<file path="src/rtl/reg_write_arbiter.sv">
// reg_write_arbiter
//   Round-robin write arbiter for a shared WIDTH-bit enabled D register.
//   Four requesters each present a data word and a request. The arbiter
//   picks one requester in rotation and captures its word. It then drives
//   the register's D and enable for exactly one cycle and acknowledges the
//   requester. No other agent may drive the register's D or enable pins.
//
// Ports
//   CLK     in   system clock, rising edge
//   reset   in   asynchronous, active-high reset
//   req     in   [3:0] per-requester write request
//   d0..d3  in   [WIDTH-1:0] requester data words
//   gnt     out  [3:0] one-hot, owner of the transaction in GRANT/WRITE
//   ack     out  [3:0] one-hot, one-cycle pulse in ACK
//   reg_d   out  [WIDTH-1:0] shared register D (always the hold register)
//   reg_en  out  shared register enable, high only in WRITE
//   owner   out  [1:0] index of the current or last granted requester
//   busy    out  high in every state except IDLE
//
// state | meaning
// ------+---------------------------------------------------------------
// IDLE  | waiting; arbitrates among req starting at ptr
// GRANT | gnt[owner] high; d[owner] is captured into hold on exit
// WRITE | reg_en high, reg_d = hold, gnt[owner] still high
// ACK   | ack[owner] pulse; ptr moves past owner

module reg_write_arbiter #(
  parameter int WIDTH = 4
) (
  input  logic             CLK,
  input  logic             reset,
  input  logic [3:0]       req,
  input  logic [WIDTH-1:0] d0,
  input  logic [WIDTH-1:0] d1,
  input  logic [WIDTH-1:0] d2,
  input  logic [WIDTH-1:0] d3,
  output logic [3:0]       gnt,
  output logic [3:0]       ack,
  output logic [WIDTH-1:0] reg_d,
  output logic             reg_en,
  output logic [1:0]       owner,
  output logic             busy
);

  typedef enum logic [1:0] {
    IDLE  = 2'd0,
    GRANT = 2'd1,
    WRITE = 2'd2,
    ACK   = 2'd3
  } state_t;

  state_t           state_q, state_d;
  logic [1:0]       ptr_q, ptr_d;
  logic [1:0]       owner_q, owner_d;
  logic [WIDTH-1:0] hold_q, hold_d;

  logic             pick_found;
  logic [1:0]       pick_idx;
  logic [1:0]       scan_idx;
  logic [WIDTH-1:0] owner_data;
  logic [3:0]       owner_onehot;

  always_ff @(posedge CLK or posedge reset) begin
    if (reset) begin
      state_q <= IDLE;
      ptr_q   <= 2'd0;
      owner_q <= 2'd0;
      hold_q  <= '0;
    end else begin
      state_q <= state_d;
      ptr_q   <= ptr_d;
      owner_q <= owner_d;
      hold_q  <= hold_d;
    end
  end

  // Rotating scan: first set req bit at ptr, ptr+1, ... (mod 4).
  always_comb begin
    pick_found = 1'b0;
    pick_idx   = ptr_q;
    scan_idx   = ptr_q;
    for (int i = 0; i < 4; i++) begin
      scan_idx = ptr_q + 2'(i);
      if (!pick_found && req[scan_idx]) begin
        pick_found = 1'b1;
        pick_idx   = scan_idx;
      end
    end
  end

  always_comb begin
    owner_data = d0;
    case (owner_q)
      2'd0: owner_data = d0;
      2'd1: owner_data = d1;
      2'd2: owner_data = d2;
      2'd3: owner_data = d3;
      default: owner_data = d0;
    endcase
  end

  always_comb begin
    state_d = state_q;
    ptr_d   = ptr_q;
    owner_d = owner_q;
    hold_d  = hold_q;
    case (state_q)
      IDLE: begin
        if (pick_found) begin
          owner_d = pick_idx;
          state_d = GRANT;
        end
      end
      GRANT: begin
        hold_d  = owner_data;
        state_d = WRITE;
      end
      WRITE: begin
        state_d = ACK;
      end
      ACK: begin
        ptr_d   = owner_q + 2'd1;
        state_d = IDLE;
      end
      default: state_d = IDLE;
    endcase
  end

  // Outputs decode only state, owner and hold, so req/d* never reach them
  // combinationally.
  assign owner_onehot = 4'b0001 << owner_q;
  assign gnt    = ((state_q == GRANT) || (state_q == WRITE)) ? owner_onehot : 4'b0000;
  assign ack    = (state_q == ACK) ? owner_onehot : 4'b0000;
  assign reg_en = (state_q == WRITE);
  assign reg_d  = hold_q;
  assign owner  = owner_q;
  assign busy   = (state_q != IDLE);

endmodule

</file>
<file path="config.mk">
export PLATFORM = sky130hd
export DESIGN_NAME = reg_write_arbiter
export DESIGN_NICKNAME = d
export VERILOG_FILES = /design/src/rtl/reg_write_arbiter.sv
export SDC_FILE = /design/constraint.sdc
export NUM_CORES = 1
export LEC_CHECK = 0
export BUFFER_PORTS_ARGS = -buffer_cell sky130_fd_sc_hd__buf_2
export CAP_MARGIN = 20
export CORE_UTILIZATION = 47
export CTS_CLUSTER_SIZE = 20
export DETAILED_ROUTE_END_ITERATION = 7
export PLACE_DENSITY = 0.84
export SLEW_MARGIN = 0
export SYNTH_ARGS = -nofsm -noshare
export SYNTH_HDL_FRONTEND = slang
export SYNTH_SLANG_ARGS = --single-unit
</file>
<file path="constraint.sdc">
create_clock -name CLK -period 2.4 [get_ports CLK]
set_input_delay 0.12 -clock CLK [delete_from_list [all_inputs] [get_ports CLK]]
set_output_delay 0.12 -clock CLK [all_outputs]
set_load 0.02 [all_outputs]
</file>
==> results.md, run 1 <==
- Slowest CP cell: dfrtp_1
- Routability cong.: 0.768
- Switch share: 46.7%
- Final worst-path cycle share: 64.4%
- Area contributors post-synth: dfrtp_1 (35%), ha_1 (16%), and2_1 (10%)
- Fin Clk Skew: 0.00608 ns
- RSZ-0062 raised after global routing: false
- Avg Cell Area, Syn: 9.06 µm²
- DRC: 0
- Ports: 38
- Pre-antenna DRT Iters: 4
- Clk buf depth: 2
- Warnings from Yosys: 0
- Peak Freq: 0.647 GHz
- Sw Pwr: 0.000594 W
- Filler cells: 119
- Layout Nets: 154
- Leading register cell type out of synthesis: dfrtp_1
- RR Endpoint: reg_d[2]$_DFFE_PP0N_
- EDFF count, synth: 0
- Setup CP Type: register to output pin
- Syn Inst Count: 80
- Hold Path Sink: reg_d[1]$_DFFE_PP0N_
- DIE AREA: 0.00170 mm²
- Number of setup violations in the final report: 0
- Leak: 0.523 nW
- Cell-internal power: 0.000677 W
- GRT Resource Usage Total: 21.2%
- Wire per inst: 11.8 µm
- Area occupied by multi-input gates: 429 µm²
- Core area: 0.00137 mm²
- Largest net degree at the start of global routing: 11
- Min-delay src: d0[1]
- Clk pwr share: 12.0%
- Initial antenna violation count: 0
- Total CTS buffers: 3
- Post-CTS Setup Bufs: 0
- Synthesis-to-layout area growth: 34.5%
- Dominant cell type by area after synthesis: dfrtp_1
- Post-synth ARST share: 100%
- Synthesized area: 724 µm²
- R2r setup slk: 0.90 ns
- Max FO, Critical Path: 5
- Power share of the combinational group: 62.3%
- Diode count: 0
- H-tree levels: 1
- Slew Limit Fails: 0
- GRT overflow: 0
- Clock root cell: clkbuf_4
- Synth top area share: 34.5%
- Reg area: 250 µm²
- Worst IR Drop VDD: 0.000823 V
- Setup crit end kind: output pin
- Sequential share of power: 25.7%
- Hold path cells: 3
- Worst Max-Slew Pin Slew: 0.395 ns
- Worst-path clk slew: 0.07 ns
- CP startpoint: state_q[0]$_DFFE_PP0P_
- Worst path required time: 2.28 ns
- Fin crit period: 1.55 ns
- DRT Wirelength: 1.61 mm
- Fin Setup TNS: 0 ns
- R2R depth: 5
- Max incr delay on CP: 0.39 ns
- # port buffers: 37
- Post-synth cell types: 18
- DR iter-0 viols: 15
- Clk sinks: 10
- Chip Height: 41.3 µm
- Mapped Nets: 111
- Number of synthesized register bits: 10
- Worst skew pair latency: 0.27 ns
- Hold Crit Class: primary input to register
- CP top delay family: flip-flops
- Final hold viol count: 0
- Final HPWL DP: 1.28 mm
- Initial Utilization: 53.0%
- Worst-path cell chain: inv_1 > ha_1 > and2_1 > buf_2
- Die W: 41.3 µm
- Max-cap viol count: 0
- CTS tree: done
- Arr. time, crit path: 1.43 ns
- PD cells: 1300 mW/mm²
- Worst reg2reg path startpoint: owner[0]$_DFFE_PP0P_
- Run status: finished clean
- Hold WS: 0.136 ns
- Crit path launch type: register
- Worst path bufs/invs: 2
- Vias per cell: 5.16
- Slew headroom: 73.7%
- Seq/Total Area, Yosys: 34.5%
- Share of cells above drive strength 1: 37.7%
- ANT nets after route: 0
- Via count: 707
- Global-route wire length before repair: 2.30 mm
- Row cnt: 13
- Vias in the first global route: 568
-- cell type report --
cell class / count / area share [%]
multi-input cells: 58 / 44.0
inverters: 12 / 4.62
flip-flops and latches: 10 / 25.7
repair buffers: 38 / 20.0
clock buffers: 4 / 3.72
well taps: 15 / 1.93
-- per-stage QoR --
stage | instance area, µm² | instances | worst slack [ns] | total power [W] | utilization (%)
2_1_floorplan | 724 | 80 | 0.942 | 0.000896 | -
4_1_cts | 975 | 137 | 0.838 | 0.00128 | 71.3
3_3_place_gp | 928 | 132 | 1.01 | 0.00110 | 67.9
6_report | 975 | 137 | 0.853 | 0.00127 | 71.3
5_1_grt | 975 | 137 | 0.768 | 0.00139 | 71.3
3_5_place_dp | 928 | 132 | 0.928 | 0.00112 | 67.9
-- registers in the layout, indices dropped and copies added (netlist names) --
register	flops
ptr_q	2
reg_d	4
owner	2
state_q	2
-- power groups by stage --
stage / combinational [W] / clock [W] / sequential, W
global placement: 0.000776 / 0 / 0.000321
floorplan: 0.000521 / 0 / 0.000375
global route: 0.000889 / 0.000164 / 0.000341
CTS: 0.000797 / 0.000157 / 0.000327
detailed placement: 0.000794 / 0 / 0.000329
finish: 0.000791 / 0.000153 / 0.000326
-- how the worst max path moves through the flow --
stage | cells past startpoint | slack [ns] | end
CTS | 4 | 0.84 | gnt[0]
global placement | 5 | 1.01 | reg_d[2]$_DFFE_PP0N_
global route | 4 | 0.77 | gnt[1]
finish | 4 | 0.85 | gnt[0]
floorplan | 5 | 0.94 | reg_d[0]$_DFFE_PP0N_
detailed placement | 5 | 0.93 | reg_d[2]$_DFFE_PP0N_
-- synthesized netlist by cell type (2+ instances only) --
cell type  number
nor2b_1         3
a222oi_1        4
dfrtp_1        10
and2_1         12
o22ai_1         4
mux2_2          2
nand2_1         4
o21ai_0         7
ha_1            9
o21ai_1         4
a21oi_1         2
nand2b_1        2
inv_1          12
-- placed cells by master, fill, tap and decap left out, drive strengths merged --
cell | synthesis | final
clkbuf | 0 | 4
nand2b | 3 | 3
buf | 0 | 37
o22ai | 4 | 4
and2 | 12 | 12
nor2b | 3 | 3
a21oi | 2 | 2
nor4 | 1 | 1
mux2 | 2 | 2
dlygate4sd3 | 0 | 1
a222oi | 4 | 4
inv | 12 | 12
nand2 | 4 | 4
o32ai | 1 | 1
dfrtp | 10 | 10
nor2 | 1 | 1
o21ai | 12 | 12
ha | 9 | 9
-- tightest hold or removal path: stages --
cell and delay [ns]:
buf_2 0.08, o21ai_0 0.06, o22ai_1 0.10
-- layer usage --
layer  vias up  global-route usage (%)  wire [µm]
met5         -                       0          0
li1        362                       -          -
met3         4                    3.26        150
met4         0                    12.1         33
met2        37                    38.3        763
met1       304                    23.2        664
-- logic make-up (layout without fill, tap and decap cells) --
family / after synthesis / in the layout / synth area share, %
AOI/OAI and AO/OA: 23 / 23 / 20.4
DFF: 10 / 10 / 34.5
and+or+nand+nor: 24 / 24 / 20.2
adders and majority gates: 9 / 9 / 15.5
muxes: 2 / 2 / 3.11
buffers and inverters: 12 / 54 / 6.22
-- what timing repair did --
action | in CTS | in global routing
hold buffers | 1 | 0
resized for setup | 0 | 0
setup endpoints to repair | 0 | 0
hold endpoints to repair | 10 | 0
Note: power is estimated with default switching activity, not from simulation.
==> run 2: changes to the inputs <==
--- a/config.mk
+++ b/config.mk
@@ -7,10 +7,10 @@
 export LEC_CHECK = 0
 export BUFFER_PORTS_ARGS = -buffer_cell sky130_fd_sc_hd__buf_2
 export CAP_MARGIN = 20
-export CORE_UTILIZATION = 47
+export CORE_UTILIZATION = 43
 export CTS_CLUSTER_SIZE = 20
 export DETAILED_ROUTE_END_ITERATION = 7
-export PLACE_DENSITY = 0.84
+export PLACE_DENSITY = 0.78
 export SLEW_MARGIN = 0
 export SYNTH_ARGS = -nofsm -noshare
 export SYNTH_HDL_FRONTEND = slang
==> constraint.sdc (replaced) <==
create_clock -name CLK -period 1.5 [get_ports CLK]
set_input_delay 0.075 -clock CLK [delete_from_list [all_inputs] [get_ports CLK]]
set_output_delay 0.075 -clock CLK [all_outputs]
set_load 0.02 [all_outputs]
==> results.md, run 2 (synthesis results as in run 1) <==
- Run status: finished clean (unchanged)
- Initial antenna violation count: 0 (unchanged)
- Clock root cell: clkbuf_4 (unchanged)
- GRT overflow: 0 (unchanged)
- Switch share: 46.0% (was 46.7%)
- Total CTS buffers: 3 (unchanged)
- Worst skew pair latency: 0.26 ns (was 0.27 ns)
- Worst reg2reg path startpoint: owner[0]$_DFFE_PP0P_ (unchanged)
- Clk buf depth: 2 (unchanged)
- R2r setup slk: 0.07 ns (was 0.90 ns)
- Worst-path clk slew: 0.06 ns (was 0.07 ns)
- RR Endpoint: reg_d[3]$_DFFE_PP0N_ (was reg_d[2]$_DFFE_PP0N_)
- Share of cells above drive strength 1: 43.1% (was 37.7%)
- DR iter-0 viols: 25 (was 15)
- Final Total Pwr: 0.00215 W (was 0.00127 W)
- # port buffers: 37 (unchanged)
- Max FO, Critical Path: 6 (was 5)
- Sequential share of power: 24.2% (was 25.7%)
- Max-cap viol count: 0 (unchanged)
- Leak: 0.523 nW (about the same)
- Setup CP Type: register to register (was register to output pin)
- Global-route wire length before repair: 2.73 mm (was 2.30 mm)
- Core area: 0.00154 mm² (was 0.00137 mm²)
- Final HPWL DP: 1.37 mm (was 1.28 mm)
- Worst path required time: 1.64 ns (was 2.28 ns)
- Final non-filler cell total: 139 (was 137)
- DRT Wirelength: 1.67 mm (was 1.61 mm)
- Hold Crit Class: primary input to register (unchanged)
- Via count: 723 (was 707)
- Area occupied by multi-input gates: 459 µm² (was 429 µm²)
- CP endpoint: reg_d[3]$_DFFE_PP0N_ (was gnt[0])
- Setup crit end kind: register (was output pin)
- Max incr delay on CP: 0.40 ns (was 0.39 ns)
- Cell-internal power: 0.00116 W (was 0.000677 W)
- Power share of the combinational group: 64.7% (was 62.3%)
- Worst Max-Slew Pin Slew: 0.374 ns (was 0.395 ns)
- Diode count: 0 (unchanged)
- CP startpoint: owner[0]$_DFFE_PP0P_ (was state_q[0]$_DFFE_PP0P_)
- CTS tree: done (unchanged)
- Slew headroom: 75.0% (was 73.7%)
- Clk sinks: 10 (unchanged)
- Ports: 38 (unchanged)
- Placed insts: 133 (was 132)
- Number of setup violations in the final report: 0 (unchanged)
- R2R depth: 5 (unchanged)
- Clk pwr share: 11.0% (was 12.0%)
- Reg area: 250 µm² (unchanged)
- Hold WS: 0.0975 ns (was 0.136 ns)
- Row cnt: 14 (was 13)
- Vias in the first global route: 660 (was 568)
- Commonest non-fill, non-tap cell in the layout: buf_2 (unchanged)
- Final core utilization: 65.7% (was 71.3%)
- Crit path launch type: register (unchanged)
- RSZ-0062 raised after global routing: false (unchanged)
- GRT Resource Usage Total: 19.8% (was 21.2%)
- Worst-path cell chain: buf_4 > ha_4 > a222oi_1 > and2_1 > o22ai_1 (was inv_1 > ha_1 > and2_1 > buf_2)
- Synthesis-to-layout area growth: 39.9% (was 34.5%)
- Chip Height: 43.0 µm (was 41.3 µm)
- Fin Setup TNS: 0 ns (unchanged)
- Vias per cell: 5.20 (was 5.16)
- Hold path cells: 3 (unchanged)
- Arr. time, crit path: 1.57 ns (was 1.43 ns)
- Peak Freq: 0.700 GHz
- CP top delay family: flip-flops (unchanged)
- Fin crit period: 1.43 ns
- DRC: 0 (unchanged)
- DIE AREA: 0.00185 mm² (was 0.00170 mm²)
- ANT nets after route: 0 (unchanged)
- Layout Nets: 155 (was 154)
- Routability cong.: 0.878 (was 0.768)
- Slew Limit Fails: 0 (unchanged)
- Die W: 43.0 µm (was 41.3 µm)
- Final worst-path cycle share: 95.3%
- Slowest CP cell: dfrtp_1 (unchanged)
- Largest net degree at the start of global routing: 11 (unchanged)
- Initial Utilization: 47.0% (was 53.0%)
- Most frequent cells in the layout: buf_2 (37), and2_1 (12), inv_1 (10), dfrtp_1 (10), o21ai_0 (7) (was buf_2 (37), inv_1 (12), and2_1 (12))
- Fin Clk Skew: 0.00393 ns (was 0.00608 ns)
- Worst path bufs/invs: 1 (was 2)
- Sw Pwr: 0.000991 W (was 0.000594 W)
- Pre-antenna DRT Iters: 6 (was 4)
- PD cells: 2120 mW/mm² (was 1300 mW/mm²)
- Max FFs per register: 4 (unchanged)
- H-tree levels: 1 (unchanged)
- Stages on worst setup path: 5 (was 4)
- Worst IR Drop VDD: 0.00121 V (was 0.000823 V)
- Min-delay src: d0[1] (unchanged)
- Final hold viol count: 0 (unchanged)
- Wire per inst: 12.0 µm (was 11.8 µm)
- Filler cells: 120 (was 119)
[run 2: cell count changes in the layout (fill, tap and decap cells not counted)]
cell and delta:
ha_2 +2, ha_4 +2, buf_4 +1, inv_1 -2, inv_2 +2, ha_1 -4
[run 2: per-layer routing]
metal,global-route usage (%),share of wire (%)
met5,0,0
met1,23.1,41
met3,3.40,9.7
met4,7.27,0.84
met2,35.8,48
[run 2: what timing repair did]
action | CTS | global route
buffers inserted | 0 | 1
pin swaps | 0 | 3
hold buffers | 1 | 0
hold endpoints to repair | 10 | 0
setup endpoints to repair | 2 | 9
resized for setup | 1 | 6
[run 2: how the worst min path moves through the flow]
stage	to	slack, ns
after floorplan	owner[0]$_DFFE_PP0P_	-0.08
after global placement	reg_d[0]$_DFFE_PP0N_	0.08
after detailed placement	reg_d[0]$_DFFE_PP0N_	0.08
after CTS	reg_d[1]$_DFFE_PP0N_	0.09
after global routing	reg_d[1]$_DFFE_PP0N_	0.09
final	reg_d[1]$_DFFE_PP0N_	0.1
[run 2: power groups by stage]
stage / Clock [W] / Combinational (W) / Sequential (W)
after floorplan: 0 / 0.000834 / 0.000600
after global routing: 0.000262 / 0.00156 / 0.000545
after CTS: 0.000246 / 0.00134 / 0.000521
after detailed placement: 0 / 0.00128 / 0.000525
after global placement: 0 / 0.00125 / 0.000516
final: 0.000238 / 0.00139 / 0.000522
[run 2: cell type report]
| cell class | instances | share of cell area (%) |
|---|---|---|
| repair buffers | 39 | 20.0 |
| inverters | 12 | 4.44 |
| clock buffers | 4 | 3.58 |
| well taps | 16 | 1.98 |
| multi-input cells | 58 | 45.3 |
| flip-flops and latches | 10 | 24.7 |
[run 2: worst min-delay path: cells and delay by family]
kind | cells | cell delay [ns]
compound gates | 2 | 0.15
buf+inv | 1 | 0.08
[run 2: per-stage QoR]
| stage | setup slack (ns) | instance area [µm²] |
|---|---|---|
| after floorplan | 0.0420 | 724 |
| after global placement | 0.0604 | 930 |
| after detailed placement | 0.0266 | 930 |
| after CTS | 0.0166 | 988 |
| after global routing | 0.0104 | 1010 |
| final | 0.0707 | 1010 |
